**config.mk**
```make
export PLATFORM = sky130hd
export DESIGN_NAME = branch_resolve_unit
export DESIGN_NICKNAME = d
export VERILOG_FILES = /design/src/rtl/branch_resolve_unit.sv
export SDC_FILE = /design/constraint.sdc
export NUM_CORES = 1
export LEC_CHECK = 0
export BUFFER_PORTS_ARGS = -buffer_cell sky130_fd_sc_hd__buf_2
export CORE_UTILIZATION = 30
export CTS_CLUSTER_SIZE = 28
export DETAILED_ROUTE_END_ITERATION = 8
export GPL_ROUTABILITY_DRIVEN = 0
export PLACE_DENSITY = 0.5
export SLEW_MARGIN = 15
export SYNTH_ARGS = -nofsm -noshare
export SYNTH_HDL_FRONTEND = slang
export SYNTH_SLANG_ARGS = --single-unit
```
**constraint.sdc**
```tcl
create_clock -name clk -period 9.4 [get_ports clk]
set_input_delay 1.88 -clock clk [delete_from_list [all_inputs] [get_ports clk]]
set_output_delay 1.88 -clock clk [all_outputs]
set_load 0.05 [all_outputs]
```
**src/rtl/branch_resolve_unit.sv**
```systemverilog
// Branch resolve queue: checks oldest prediction at EX/MEM, flushes with corrected PC on mispredict (1-cycle latency).
// Stalls decode via comb full; optional BRU_STATS_EN adds branch/mispredict counters.
module branch_resolve_unit #(
  parameter int DEPTH        = 4,
  parameter int FLUSH_CYCLES = 2
) (
  input  logic        clk,
  input  logic        reset,
  input  logic        dec_valid,
  input  logic        dec_pred,
  input  logic [31:0] dec_pc,
  input  logic [31:0] dec_offset,
  input  logic        ex_valid,
  input  logic        ex_taken,
  output logic        full,
  output logic        flush,
  output logic [31:0] redirect_pc,
  output logic        actual_branch_decision,
  output logic        branch_mem_sig,
  output logic        overflow,
`ifdef BRU_STATS_EN
  output logic [31:0] stat_branches,
  output logic [31:0] stat_mispredicts,
`endif
  output logic        underflow
);

  localparam int PW = $clog2(DEPTH);

  typedef enum logic {RUN, RECOVER} state_e;

  state_e      state_q, state_d;
  logic [3:0]  cnt_q, cnt_d;
  logic [PW:0] wr_ptr_q, wr_ptr_d, rd_ptr_q, rd_ptr_d;

  logic [DEPTH-1:0] pred_q;
  logic [31:0]      fall_q [DEPTH];
  logic [31:0]      tgt_q  [DEPTH];

  logic        flush_q, flush_d;
  logic [31:0] redirect_q, redirect_d;
  logic        abd_q, abd_d;
  logic        mem_sig_q, mem_sig_d;
  logic        ovf_q, ovf_d;
  logic        unf_q, unf_d;

  logic          empty, run, pop, push, mispredict;
  logic [PW-1:0] head_idx, wr_idx;

  assign empty    = (wr_ptr_q == rd_ptr_q);
  assign full     = (wr_ptr_q[PW] != rd_ptr_q[PW]) && (wr_ptr_q[PW-1:0] == rd_ptr_q[PW-1:0]);
  assign head_idx = rd_ptr_q[PW-1:0];
  assign wr_idx   = wr_ptr_q[PW-1:0];

  assign run        = (state_q == RUN);
  assign pop        = run && ex_valid && !empty;
  // A pop in the same cycle frees the slot, so a push while full is still accepted.
  assign push       = run && dec_valid && (!full || pop);
  assign mispredict = pop && (pred_q[head_idx] != ex_taken);

  always_comb begin
    state_d    = state_q;
    cnt_d      = cnt_q;
    wr_ptr_d   = wr_ptr_q;
    rd_ptr_d   = rd_ptr_q;
    flush_d    = flush_q;
    redirect_d = redirect_q;
    abd_d      = pop ? ex_taken : abd_q;
    mem_sig_d  = pop;
    ovf_d      = ovf_q | (run && dec_valid && full && !pop);
    unf_d      = unf_q | (run && ex_valid && empty);
    case (state_q)
      RUN: begin
        if (push) wr_ptr_d = wr_ptr_q + 1'b1;
        if (pop)  rd_ptr_d = rd_ptr_q + 1'b1;
        // Everything younger than a mispredicted branch is wrong-path, including this cycle's push.
        if (mispredict) begin
          wr_ptr_d   = '0;
          rd_ptr_d   = '0;
          redirect_d = ex_taken ? tgt_q[head_idx] : fall_q[head_idx];
          state_d    = RECOVER;
          flush_d    = 1'b1;
          cnt_d      = 4'(FLUSH_CYCLES - 1);
        end
      end
      RECOVER: begin
        if (cnt_q == 4'd0) begin
          state_d = RUN;
          flush_d = 1'b0;
        end else begin
          cnt_d = cnt_q - 4'd1;
        end
      end
      default: state_d = RUN;
    endcase
  end

  always_ff @(posedge clk) begin
    if (reset) begin
      state_q    <= RUN;
      cnt_q      <= '0;
      wr_ptr_q   <= '0;
      rd_ptr_q   <= '0;
      flush_q    <= 1'b0;
      redirect_q <= '0;
      abd_q      <= 1'b0;
      mem_sig_q  <= 1'b0;
      ovf_q      <= 1'b0;
      unf_q      <= 1'b0;
    end else begin
      state_q    <= state_d;
      cnt_q      <= cnt_d;
      wr_ptr_q   <= wr_ptr_d;
      rd_ptr_q   <= rd_ptr_d;
      flush_q    <= flush_d;
      redirect_q <= redirect_d;
      abd_q      <= abd_d;
      mem_sig_q  <= mem_sig_d;
      ovf_q      <= ovf_d;
      unf_q      <= unf_d;
    end
  end

  always_ff @(posedge clk) begin
    if (push) begin
      pred_q[wr_idx] <= dec_pred;
      fall_q[wr_idx] <= dec_pc + 32'd4;
      tgt_q[wr_idx]  <= dec_pc + dec_offset;
    end
  end

  assign flush                  = flush_q;
  assign redirect_pc            = redirect_q;
  assign actual_branch_decision = abd_q;
  assign branch_mem_sig         = mem_sig_q;
  assign overflow               = ovf_q;
  assign underflow              = unf_q;

`ifdef BRU_STATS_EN
  logic [31:0] stat_br_q, stat_mp_q;

  always_ff @(posedge clk) begin
    if (reset) begin
      stat_br_q <= '0;
      stat_mp_q <= '0;
    end else begin
      if (pop)        stat_br_q <= stat_br_q + 32'd1;
      if (mispredict) stat_mp_q <= stat_mp_q + 32'd1;
    end
  end

  assign stat_branches    = stat_br_q;
  assign stat_mispredicts = stat_mp_q;
`endif

endmodule

```
==> metrics.md, run 1 <==
| Metric | Value |
|---|---|
| Antenna Violating Nets Remaining | 0 |
| Setup Buffers After CTS | 0 |
| Switching share of power | 29.1% |
| FP Rows | 78 |
| Area delta synth->final | 17.3% |
| Maximum fanout along the worst path | 5 |
| Routed WL | roughly 32000 um |
| Post-route cell area | 16100 um^2 |
| Fin. Hold Viols | 0 |
| Worst r2r path cells | 6 |
| Cells after synthesis | between 800 and 900 |
| Crit. End Element | register |
| Internal power | slightly below 3000 uW |
| Post-Syn Area | 13700 um^2 |
| DR iter-0 viols | 472 |
| Pre-Repair DR Iteration Count | 5 |
| Post-synth EDFFs | 260 |
| Post-CTS Hold Buffers | 0 |
| Final setup fails | 0 |
| Post-Syn Area per Cell | approximately 16 um^2 |
| Slew @ Worst Pin | 1.04 ns |
| Net Sw Power | 1210 uW |
| Crit Path Class | in -> reg |
| Die W | 216 um |
| Min Clock Period, post-route | 4.29 ns |
| Clock latency on the worst-skew pair | 0.52 ns |
| Share of the synthesized area in the top cell type | a little under three fifths |
| Pin count of the biggest net entering global routing | 67 |
| P per Cell Area | between 200 and 300 nW/um^2 |
| Die height | approximately 220 um |
| I/O Pins | about 110 |
| Post-synth top cells | 260 x edfxtp_1, 68 x nor2_1, 65 x mux4_2 |
| Worst hold stages | 2 |
| Root buffer cell | clkbuf_16 |
| Register area share after synthesis | roughly 64% |
| Max Slew Vio Count | 0 |
| RSZ-0062 raised after global routing | false |
| Startpoint Class | input pin |
| DR vias | roughly 8000 |
| Syn. warnings | 0 |
| Clock slew seen by the registers of the worst setup and hold paths | approximately 0.060 ns |
| Req. time, crit path | just under 10 ns |
| Grt total ovfl | 0 |
| Status | finished, final reports clean |
| Top-count cell post-synth | edfxtp_1 |
| Final TNS setup | 0 ns |
| Layout cell share with drive strength beyond 1 | approximately a quarter |
| Sequential group share of total power | about 43% |
| Vias in the first global route | just over 8000 |
| Crit path DAT | approximately 4.6 ns |
| Async set-reset flop share out of synthesis | 0% |
| Antenna violations before repair | 5 |
| Synth area leaders | edfxtp_1 57%, mux4_2 11%, dfxtp_1 7.3% |
| IO buf count | approximately 110 |
| Part of the cycle the worst path needs | ~46% |
| Maxcap violations | 0 |
| Yosys cell types | 57 |
| Routed vias/inst | about 4.8 |
| Post-CTS sizing | 0 |
| Placement Cell Area | ~15000 um^2 |
| Clk buf depth | 3 |
| Initial Util | a little under a third |
| Synthesized flop and latch total | 310 |
| Fmax achieved | 233 MHz |
| Clock share of power | 33.2% |
| Post-synth top area cell | edfxtp_1 |
| Clk sink count | 310 |
| GRT Resource Usage Total | 13.9% |
| Layout Nets | approximately 1100 |
| Net Count, Synth | just under 1000 |
| Hold WC Path Type | reg -> reg |
| Combinational share of power | a little under a quarter |
| First-pass GRT wire length | 49400 um |
| H-tree levels | 2 |
| Die area | 46700 um^2 |
| Core area | 45300 um^2 |
| TritonCTS buffer count | 36 |
| Pleak | approximately 0.0055 uW |
| Setup Skew | approximately 0.015 ns |
| TritonCTS clock tree | done |
| Slew HR | a little over 30% |
| Most used DFF post-synth | edfxtp_1 |
| HPWL Detailed | ~21000 um |
| Peak supply drop | between 100 and 150 uV |
| Drt drc | 0 |
| WL/cell | between 15 and 20 um |
-- flip-flops by register name (all words and copies together), names as in the netlist, named ones only --
signal and cells:
flush 1, redirect_pc 32, state_q 1, rd_ptr_q 3, underflow 1, pred_q 4, cnt_q 4, wr_ptr_q 3
branch_mem_sig 1, tgt_q 128, actual_branch_decision 1, fall_q 128, overflow 1
-- worst paths after layout --
| check | from | end | slack (ns) |
|---|---|---|---|
| max | dec_pc[0] | tgt_q[0][18]$_DFFE_PP_ | 5.11 |
| min | actual_branch_decision$_SDFFE_PP0N_ | actual_branch_decision$_SDFFE_PP0N_ | 0.46 |
| max reg2reg | rd_ptr_q[0]$_SDFFE_PP0P_ | fall_q[2][16]$_DFFE_PP_ | 6.14 |
| min reg2reg | actual_branch_decision$_SDFFE_PP0N_ | actual_branch_decision$_SDFFE_PP0N_ | 0.46 |
-- cell type report --
cell class	instances	area, um^2
fill	4361	29200
sequential	310	8810
multi-input combinational	518	4730
clock buffer	47	993
tap	600	751
timing repair buffer	116	603
clock inverter	16	176
inverter	18	67.6
antenna	1	2.50
-- layer usage --
| metal | global-route usage (%) | vias up | wire [um] |
|---|---|---|---|
| met5 | 0 | - | 31 |
| met4 | 3.50 | 6 | 577 |
| met3 | 2.86 | 46 | 1570 |
| met2 | 22.7 | 174 | 14900 |
| met1 | 18.9 | 3920 | 14900 |
| li1 | - | 3705 | - |
-- placed cells by master, fill, tap and decap left out, types with 12 or more instances in the layout --
cell	netlist	layout
edfxtp_1	260	260
buf_2	13	107
nor2_1	68	67
mux4_2	65	65
dfxtp_1	50	48
a211oi_1	41	41
xnor2_1	39	39
ha_1	39	39
mux2i_1	37	37
clkbuf_16	0	37
nand2_1	35	35
a21oi_1	27	27
xor2_1	23	23
inv_1	18	18
a21o_1	15	15
nor3_1	13	13
nand3_1	13	13
o21ai_0	12	12
-- kinds of logic after synthesis --
logic type	share of synthesized area (%)
DFF	64.1
and+or+nand+nor	6.22
AOI/OAI and AO/OA	7.08
muxes	13.3
xor gates and xnor gates	3.95
buffers and inverters	1.66
adders and majority gates	3.69
-- critical path: stages --
cell	delay [ns]
buf_2	0.12
ha_1	0.28
fa_1	0.44
a21o_1	0.23
a221o_1	0.39
a211oi_1	0.26
nor4_1	0.11
a2111oi_2	0.45
o21ai_1	0.13
xnor2_1	0.29
-- through the flow --
step / hold WS, ns / std cells / total power, uW / util (%) / setup WS [ns]
after global routing: 0.480 / 1626 / 4370 / 35.6 / 4.85
after CTS: 0.456 / 1625 / 4230 / 35.6 / 5.07
after global placement: 0.450 / 1562 / 2820 / 33.0 / 4.60
after floorplan: 0.481 / 884 / 2560 / - / 5.12
after detailed placement: 0.448 / 1562 / 2840 / 33.0 / 4.51
final: 0.456 / 1626 / 4160 / 35.6 / 5.11
-- power by group through the flow --
stage                     Sequential [uW]  Clock, uW  Combinational, uW
final                                1810       1380                974
after global routing                 1830       1470               1070
after CTS                            1810       1420               1000
after detailed placement             1840          0                998
after global placement               1830          0                986
after floorplan                      1960          0                597
No activity file was read; power rests on OpenSTA's default activity.
==> inputs of run 2 (changes only) <==
==> constraint.sdc (replaced) <==
create_clock -name clk -period 4.31 [get_ports clk]
set_input_delay 0.862 -clock clk [delete_from_list [all_inputs] [get_ports clk]]
set_output_delay 0.862 -clock clk [all_outputs]
set_load 0.05 [all_outputs]
==> run 2 against run 1 <==
Effect of this change:
- worst hold slack lost 0.0020 ns
- sequential cell count is the same
- register-to-register slack lost 4.5 ns
- first-iteration DRC count shrank 1.9%
- core utilization grew 0.49 points
- clock skew grew 0.0018 ns
- sequential share of layout area shrank 0.74 points
- setup slack lost 4.1 ns
- global-route usage is essentially flat
- die area is the same
- critical path type unchanged
- largest power group unchanged
==> metrics.md, run 2 (synthesis results as in run 1) <==
| Metric | Value |
|---|---|
| Switching share of power | 28.7% (-0.47 points) |
| Net Sw Power | 2680 uW (+120%) |
| Maximum fanout along the worst path | 5 (unchanged) |
| IO buf count | 107 (unchanged) |
| Routed WL | 32100 um (+0.43%) |
| Crit Path Class | in -> reg |
| Internal power | 6660 uW (+130%) |
| Layout cell share with drive strength beyond 1 | 25.0% (+0.76 points) |
| Clock slew seen by the registers of the worst setup and hold paths | 0.05 ns (about the same) |
| DR iter-0 viols | 463 (-1.9%) |
| Die height | 216 um (unchanged) |
| Clk buf depth | 3 (unchanged) |
| TritonCTS clock tree | done |
| Pin count of the biggest net entering global routing | 67 (unchanged) |
| I/O Pins | 108 (unchanged) |
| Most frequent cells in the layout | 260 x edfxtp_1, 107 x buf_2, 67 x nor2_1 |
| Finished Core Util | 36.1% (+0.49 points) |
| Reg area | 8810 um^2 (unchanged) |
| Core area | 45300 um^2 (unchanged) |
| Peak supply drop | 241 uV (+130%) |
| Antenna Violating Nets Remaining | 0 (unchanged) |
| Antenna violations before repair | 1 (-4) |
| Post-CTS sizing | 0 (unchanged) |
| First-pass GRT wire length | 49300 um (-0.21%) |
| RSZ-0062 raised after global routing | false |
| Drt drc | 0 (unchanged) |
| Crit path DAT | 3.61 ns (-0.99 ns) |
| Fin. Hold Viols | 0 (unchanged) |
| WL/cell | 19.7 um (about the same) |
| Pre-Repair DR Iteration Count | 4 (-1) |
| Max Slew Vio Count | 0 (unchanged) |
| Clock latency on the worst-skew pair | 0.53 ns (about the same) |
| Die W | 216 um (unchanged) |
| Crit. End Element | register |
| GRT Resource Usage Total | 13.9% (-0.018 points) |
| Clk sink count | 310 (unchanged) |
| Fill cell count | 4401 (+0.92%) |
| TritonCTS buffer count | 37 (+2.8%) |
| Initial Util | 30.4% (unchanged) |
| Final setup fails | 0 (unchanged) |
| Grt total ovfl | 0 (unchanged) |
| Startpoint Class | input pin |
| H-tree levels | 2 (unchanged) |
| Post-CTS Hold Buffers | 0 (unchanged) |
| Vias in the first global route | 8128 (-0.061%) |
| HPWL Detailed | 21500 um (+2.4%) |
| Req. time, crit path | 4.63 ns (-5.08 ns) |
| Slew @ Worst Pin | 1.05 ns (+0.0109 ns) |
| Final TNS setup | 0 ns (unchanged) |
| Layout Nets | 1116 (+0.54%) |
| Combinational share of power | 22.1% (-1.3 points) |
| Min Clock Period, post-route | roughly 3.3 ns |
| Buf+Inv Stages, Crit Path | 1 (unchanged) |
| P per Cell Area | 571 nW/um^2 (+120%) |
| CP peak stage delay | 0.47 ns (+0.02 ns) |
| Fmax achieved | 304 MHz |
| Area of the multi-input gates | 4730 um^2 (unchanged) |
| Root buffer cell | clkbuf_16 |
| Hold WC Path Type | reg -> reg |
| Area delta synth->final | 19.0% |
| Maxcap violations | 0 (unchanged) |
| Largest delay contributor family on the critical path | compound AO/OA/AOI/OAI gates |
| Sequential group share of total power | 43.1% (-0.3 points) |
| Most common cell after layout, fill and taps aside | edfxtp_1 |
| Setup Skew | 0.0172 ns (+0.00184 ns) |
| Setup Buffers After CTS | 0 (unchanged) |
| Die area | 46700 um^2 (unchanged) |
| CP max-delay cell | a2111oi_2 |
| DR vias | 7856 (+0.064%) |
| Clock share of power | 34.8% (+1.6 points) |
| Routed vias/inst | 4.81 (-0.43%) |
| FP Rows | 78 (unchanged) |
| Part of the cycle the worst path needs | roughly 76% |
| N_diodes | 0 (-1) |
| Critical path, cell by cell | buf_2, ha_1, fa_1, a21o_1, a221o_1, a211oi_1, nor4_1, a2111oi_2, o21ai_1, xnor2_1 |
| Pleak | 0.00563 uW (+1.9%) |
| Slew HR | 29.7% (-0.72 points) |
| Status | finished, final reports clean |
-- run 2: path summary, 6_finish.rpt --
path	startpoint	end	slack (ns)	cells past startpoint
worst max-delay path	dec_pc[0]	tgt_q[1][18]$_DFFE_PP_	1.02	10
worst min-delay path	actual_branch_decision$_SDFFE_PP0N_	actual_branch_decision$_SDFFE_PP0N_	0.45	2
worst max register to register	wr_ptr_q[0]$_SDFFE_PP0P_	fall_q[0][9]$_DFFE_PP_	1.68	6
worst min register to register	actual_branch_decision$_SDFFE_PP0N_	actual_branch_decision$_SDFFE_PP0N_	0.45	2
-- run 2: cell type report --
type	count	share of cell area [%]
inverters	18	0.413
clock inverters	18	1.46
multi-input cells	518	28.9
repair buffers	121	4.38
well taps	600	4.59
flip-flops and latches	310	53.9
clock buffers	49	6.38
-- run 2: worst reg2reg max path, stage by stage, from the launching register on --
cell and delay [ns]:
dfxtp_1 0.44, xnor2_1 0.11, and3_1 0.22, nor2b_1 0.16, nor3b_2 0.40, and2_2 0.69
buf_12 0.29
-- run 2: per-layer routing --
metal	up-vias	wire, um	GRT usage, %
li1	3720	-	-
met1	3943	14900	18.8
met2	149	15200	23.0
met3	42	1420	2.71
met4	2	576	3.54
met5	-	8	0
-- run 2: metrics by stage --
stage | hold WS [ns] | cell area [um^2] | setup WS, ns | power [uW] | cells
final | 0.454 | 16400 | 1.02 | 9340 | 1634
after detailed placement | 0.452 | 15100 | 0.522 | 6220 | 1567
after floorplan | 0.481 | 13700 | 0.868 | 5580 | 884
after CTS | 0.459 | 16400 | 1.06 | 9510 | 1634
after global placement | 0.448 | 15100 | 0.618 | 6200 | 1567
after global routing | 0.480 | 16400 | 0.948 | 9800 | 1634
-- run 2: power groups by stage --
stage,registers [uW],clock network (uW),logic (uW)
floorplan,4280,0,1300
global placement,4100,0,2100
detailed placement,4100,0,2110
CTS,4050,3340,2120
global route,4090,3450,2260
finish,4030,3250,2060
==> inputs of run 3 (changes only) <==
==> constraint.sdc (replaced) <==
create_clock -name clk -period 3.25 [get_ports clk]
set_input_delay 0.65 -clock clk [delete_from_list [all_inputs] [get_ports clk]]
set_output_delay 0.65 -clock clk [all_outputs]
set_load 0.05 [all_outputs]
==> run 3 against run 2 <==
Effect of this change:
- sequential share of layout area fell by 0.62 points
- clock skew rose by 0.0042 ns
- non-clock buffer count rose by 40
- final cell count rose by 2.1%
- core utilization rose by 0.42 points
- register-to-register slack got worse by 0.86 ns
- critical path type unchanged
- critical endpoint is now tgt_q[0][18]$_DFFE_PP_
- largest cell class unchanged
- highest routed layer unchanged
==> metrics.md, run 3 (synthesis results as in run 1) <==
| Metric | Value |
|---|---|
| Status | finished, final reports clean |
| Max Slew Vio Count | 0 (unchanged) |
| Hold WS | 0.367 ns (-0.0871 ns) |
| RSZ-0062 raised after global routing | false |
| CP peak stage delay | 0.42 ns (-0.05 ns) |
| Worst R2R End | fall_q[0][0]$_DFFE_PP_ |
| Die W | 216 um (unchanged) |
| Setup Buffers After CTS | 0 (unchanged) |
| Maxcap violations | 0 (unchanged) |
| Antenna violations before repair | 3 (+2) |
| HPWL Detailed | 22000 um (+2.2%) |
| CP max-delay cell | fa_1 |
| Fin. Hold Viols | 0 (unchanged) |
| Clk buf depth | 3 (unchanged) |
| Grt total ovfl | 0 (unchanged) |
| Routed vias/inst | 4.75 (-1.3%) |
| Final TNS setup | 0 ns (unchanged) |
| Part of the cycle the worst path needs | 90.1% |
| Layout cell share with drive strength beyond 1 | 27.9% (+2.8 points) |
| Crit path launch | dec_pc[0] |
| Largest delay contributor family on the critical path | compound AO/OA/AOI/OAI gates |
| Cell count along the critical path | 10 (unchanged) |
| Crit path DAT | 3.23 ns (-0.38 ns) |
| Die height | 216 um (unchanged) |
| Post-CTS Hold Buffers | 0 (unchanged) |
| Buf+Inv Stages, Crit Path | 1 (unchanged) |
| Routed WL | 32000 um (-0.33%) |
| Slew @ Worst Pin | 0.672 ns (-0.381 ns) |
| Post-CTS sizing | 0 (unchanged) |
| Clk sink count | 310 (unchanged) |
| Most frequent cells in the layout | 260 x edfxtp_1, 107 x buf_2, 67 x nor2_1 |
| TritonCTS buffer count | 35 (-5.4%) |
| I/O Pins | 108 (unchanged) |
| Die area | 46700 um^2 (unchanged) |
| CP endpoint | tgt_q[0][18]$_DFFE_PP_ |
| Hold WC Path Type | in -> reg |
| Antenna Violating Nets Remaining | 0 (unchanged) |
| Min Clock Period, post-route | around 2.9 ns |
| Worst r2r path cells | 6 (unchanged) |
| Vias in the first global route | 8257 (+1.6%) |
| Layout Nets | 1154 (+3.4%) |
| Drt drc | 0 (unchanged) |
| Reg-to-reg setup timing slack | 0.82 ns (-0.86 ns) |
| Crit. End Element | register |
| FP Rows | 78 (unchanged) |
| Startpoint Class | input pin |
| Pre-Repair DR Iteration Count | 4 (unchanged) |
| Worst R2R Start | wr_ptr_q[1]$_SDFFE_PP0P_ |
| Core area | 45300 um^2 (unchanged) |
| Initial Util | 30.4% (unchanged) |
| H-tree levels | 2 (unchanged) |
| Clock latency on the worst-skew pair | 0.52 ns (about the same) |
| DR vias | 7923 (+0.85%) |
| Fmax achieved | between 300 and 400 MHz |
| Req. time, crit path | 3.55 ns (-1.08 ns) |
| GRT Resource Usage Total | 13.9% (-0.041 points) |
| Total Power | 12100 uW (+30%) |
| Area delta synth->final | 20.3% |
| Clock slew seen by the registers of the worst setup and hold paths | 0.06 ns (about the same) |
| WL/cell | 19.2 um (-2.4%) |
| Peak supply drop | 315 uV (+31%) |
| Pleak | 0.00577 uW (+2.5%) |
| Final setup fails | 0 (unchanged) |
| Crit Path Class | in -> reg |
| N_diodes | 0 (unchanged) |
| DR iter-0 viols | 471 (+1.7%) |
| Post-route cell area | 16500 um^2 (+1.2%) |
| P per Cell Area | 734 nW/um^2 (+28%) |
| Root buffer cell | clkbuf_16 |
| Most common cell after layout, fill and taps aside | edfxtp_1 |
| Setup Skew | 0.0214 ns (+0.00415 ns) |
| Maximum fanout along the worst path | 4 (-1) |
| Pin count of the biggest net entering global routing | 66 (-1.5%) |
| First-pass GRT wire length | 49400 um (+0.27%) |
| Critical path, cell by cell | buf_2, ha_1, fa_1, a21o_1, a221o_1, a211oi_1, nor4_1, a2111oi_2, o21ai_1, xnor2_1 |
| IO buf count | 107 (unchanged) |
| Slew HR | 54.7% (+25 points) |
| Placement Cell Area | 15400 um^2 (+2.0%) |
| TritonCTS clock tree | done |
run 3: worst min-delay path by stage:
stage | startpoint | end | slack, ns | depth (start not counted)
after global placement | actual_branch_decision$_SDFFE_PP0N_ | actual_branch_decision$_SDFFE_PP0N_ | 0.45 | 2
after CTS | dec_pred | pred_q[1]$_DFFE_PP_ | 0.34 | 1
after global routing | dec_pred | pred_q[1]$_DFFE_PP_ | 0.36 | 1
after floorplan | cnt_q[1]$_SDFFE_PP0P_ | cnt_q[1]$_SDFFE_PP0P_ | 0.48 | 2
after detailed placement | overflow$_SDFF_PP0_ | overflow$_SDFF_PP0_ | 0.46 | 2
final | dec_pred | pred_q[1]$_DFFE_PP_ | 0.37 | 1
run 3: area by class of cell:
| type | instances | area (um^2) |
|---|---|---|
| multi-input combinational | 518 | 4730 |
| fill | 4365 | 28700 |
| clock buffer | 45 | 986 |
| timing repair buffer | 161 | 1020 |
| sequential | 310 | 8810 |
| tap | 600 | 751 |
| clock inverter | 17 | 185 |
| inverter | 18 | 67.6 |
run 3: layer usage:
metal / wire (um) / global-route usage [%] / part of all wire, % / up-vias
li1: - / - / - / 3802
met1: 15100 / 19.0 / 47 / 3939
met2: 15000 / 22.6 / 47 / 130
met3: 1290 / 2.76 / 4.0 / 46
met4: 575 / 3.40 / 1.8 / 6
met5: 31 / 0 / 0.097 / -
run 3: power by group:
group / internal (uW) / total, uW / leakage [uW] / switching (uW)
registers: 5000 / 5260 / 0.00279 / 252
logic: 1160 / 2890 / 0.00240 / 1730
clock network: 2460 / 4000 / 0.000576 / 1540
total: 8610 / 12100 / 0.00577 / 3520
run 3: worst reg2reg max path: cells and delay by family (launching register included):
kind / cells / cell delay (ns)
xor gates and xnor gates: 1 / 0.12
DFF: 1 / 0.45
buffers and inverters: 1 / 0.44
and+or+nand+nor: 4 / 1.04
run 3: metrics by stage:
stage	util, %	std cells	setup WS [ns]
2_1_floorplan	-	884	0.255
3_3_place_gp	33.9	1607	-0.165
3_5_place_dp	33.9	1607	-0.176
4_1_cts	36.5	1669	0.300
5_1_grt	36.5	1669	0.0787
6_report	36.5	1669	0.320
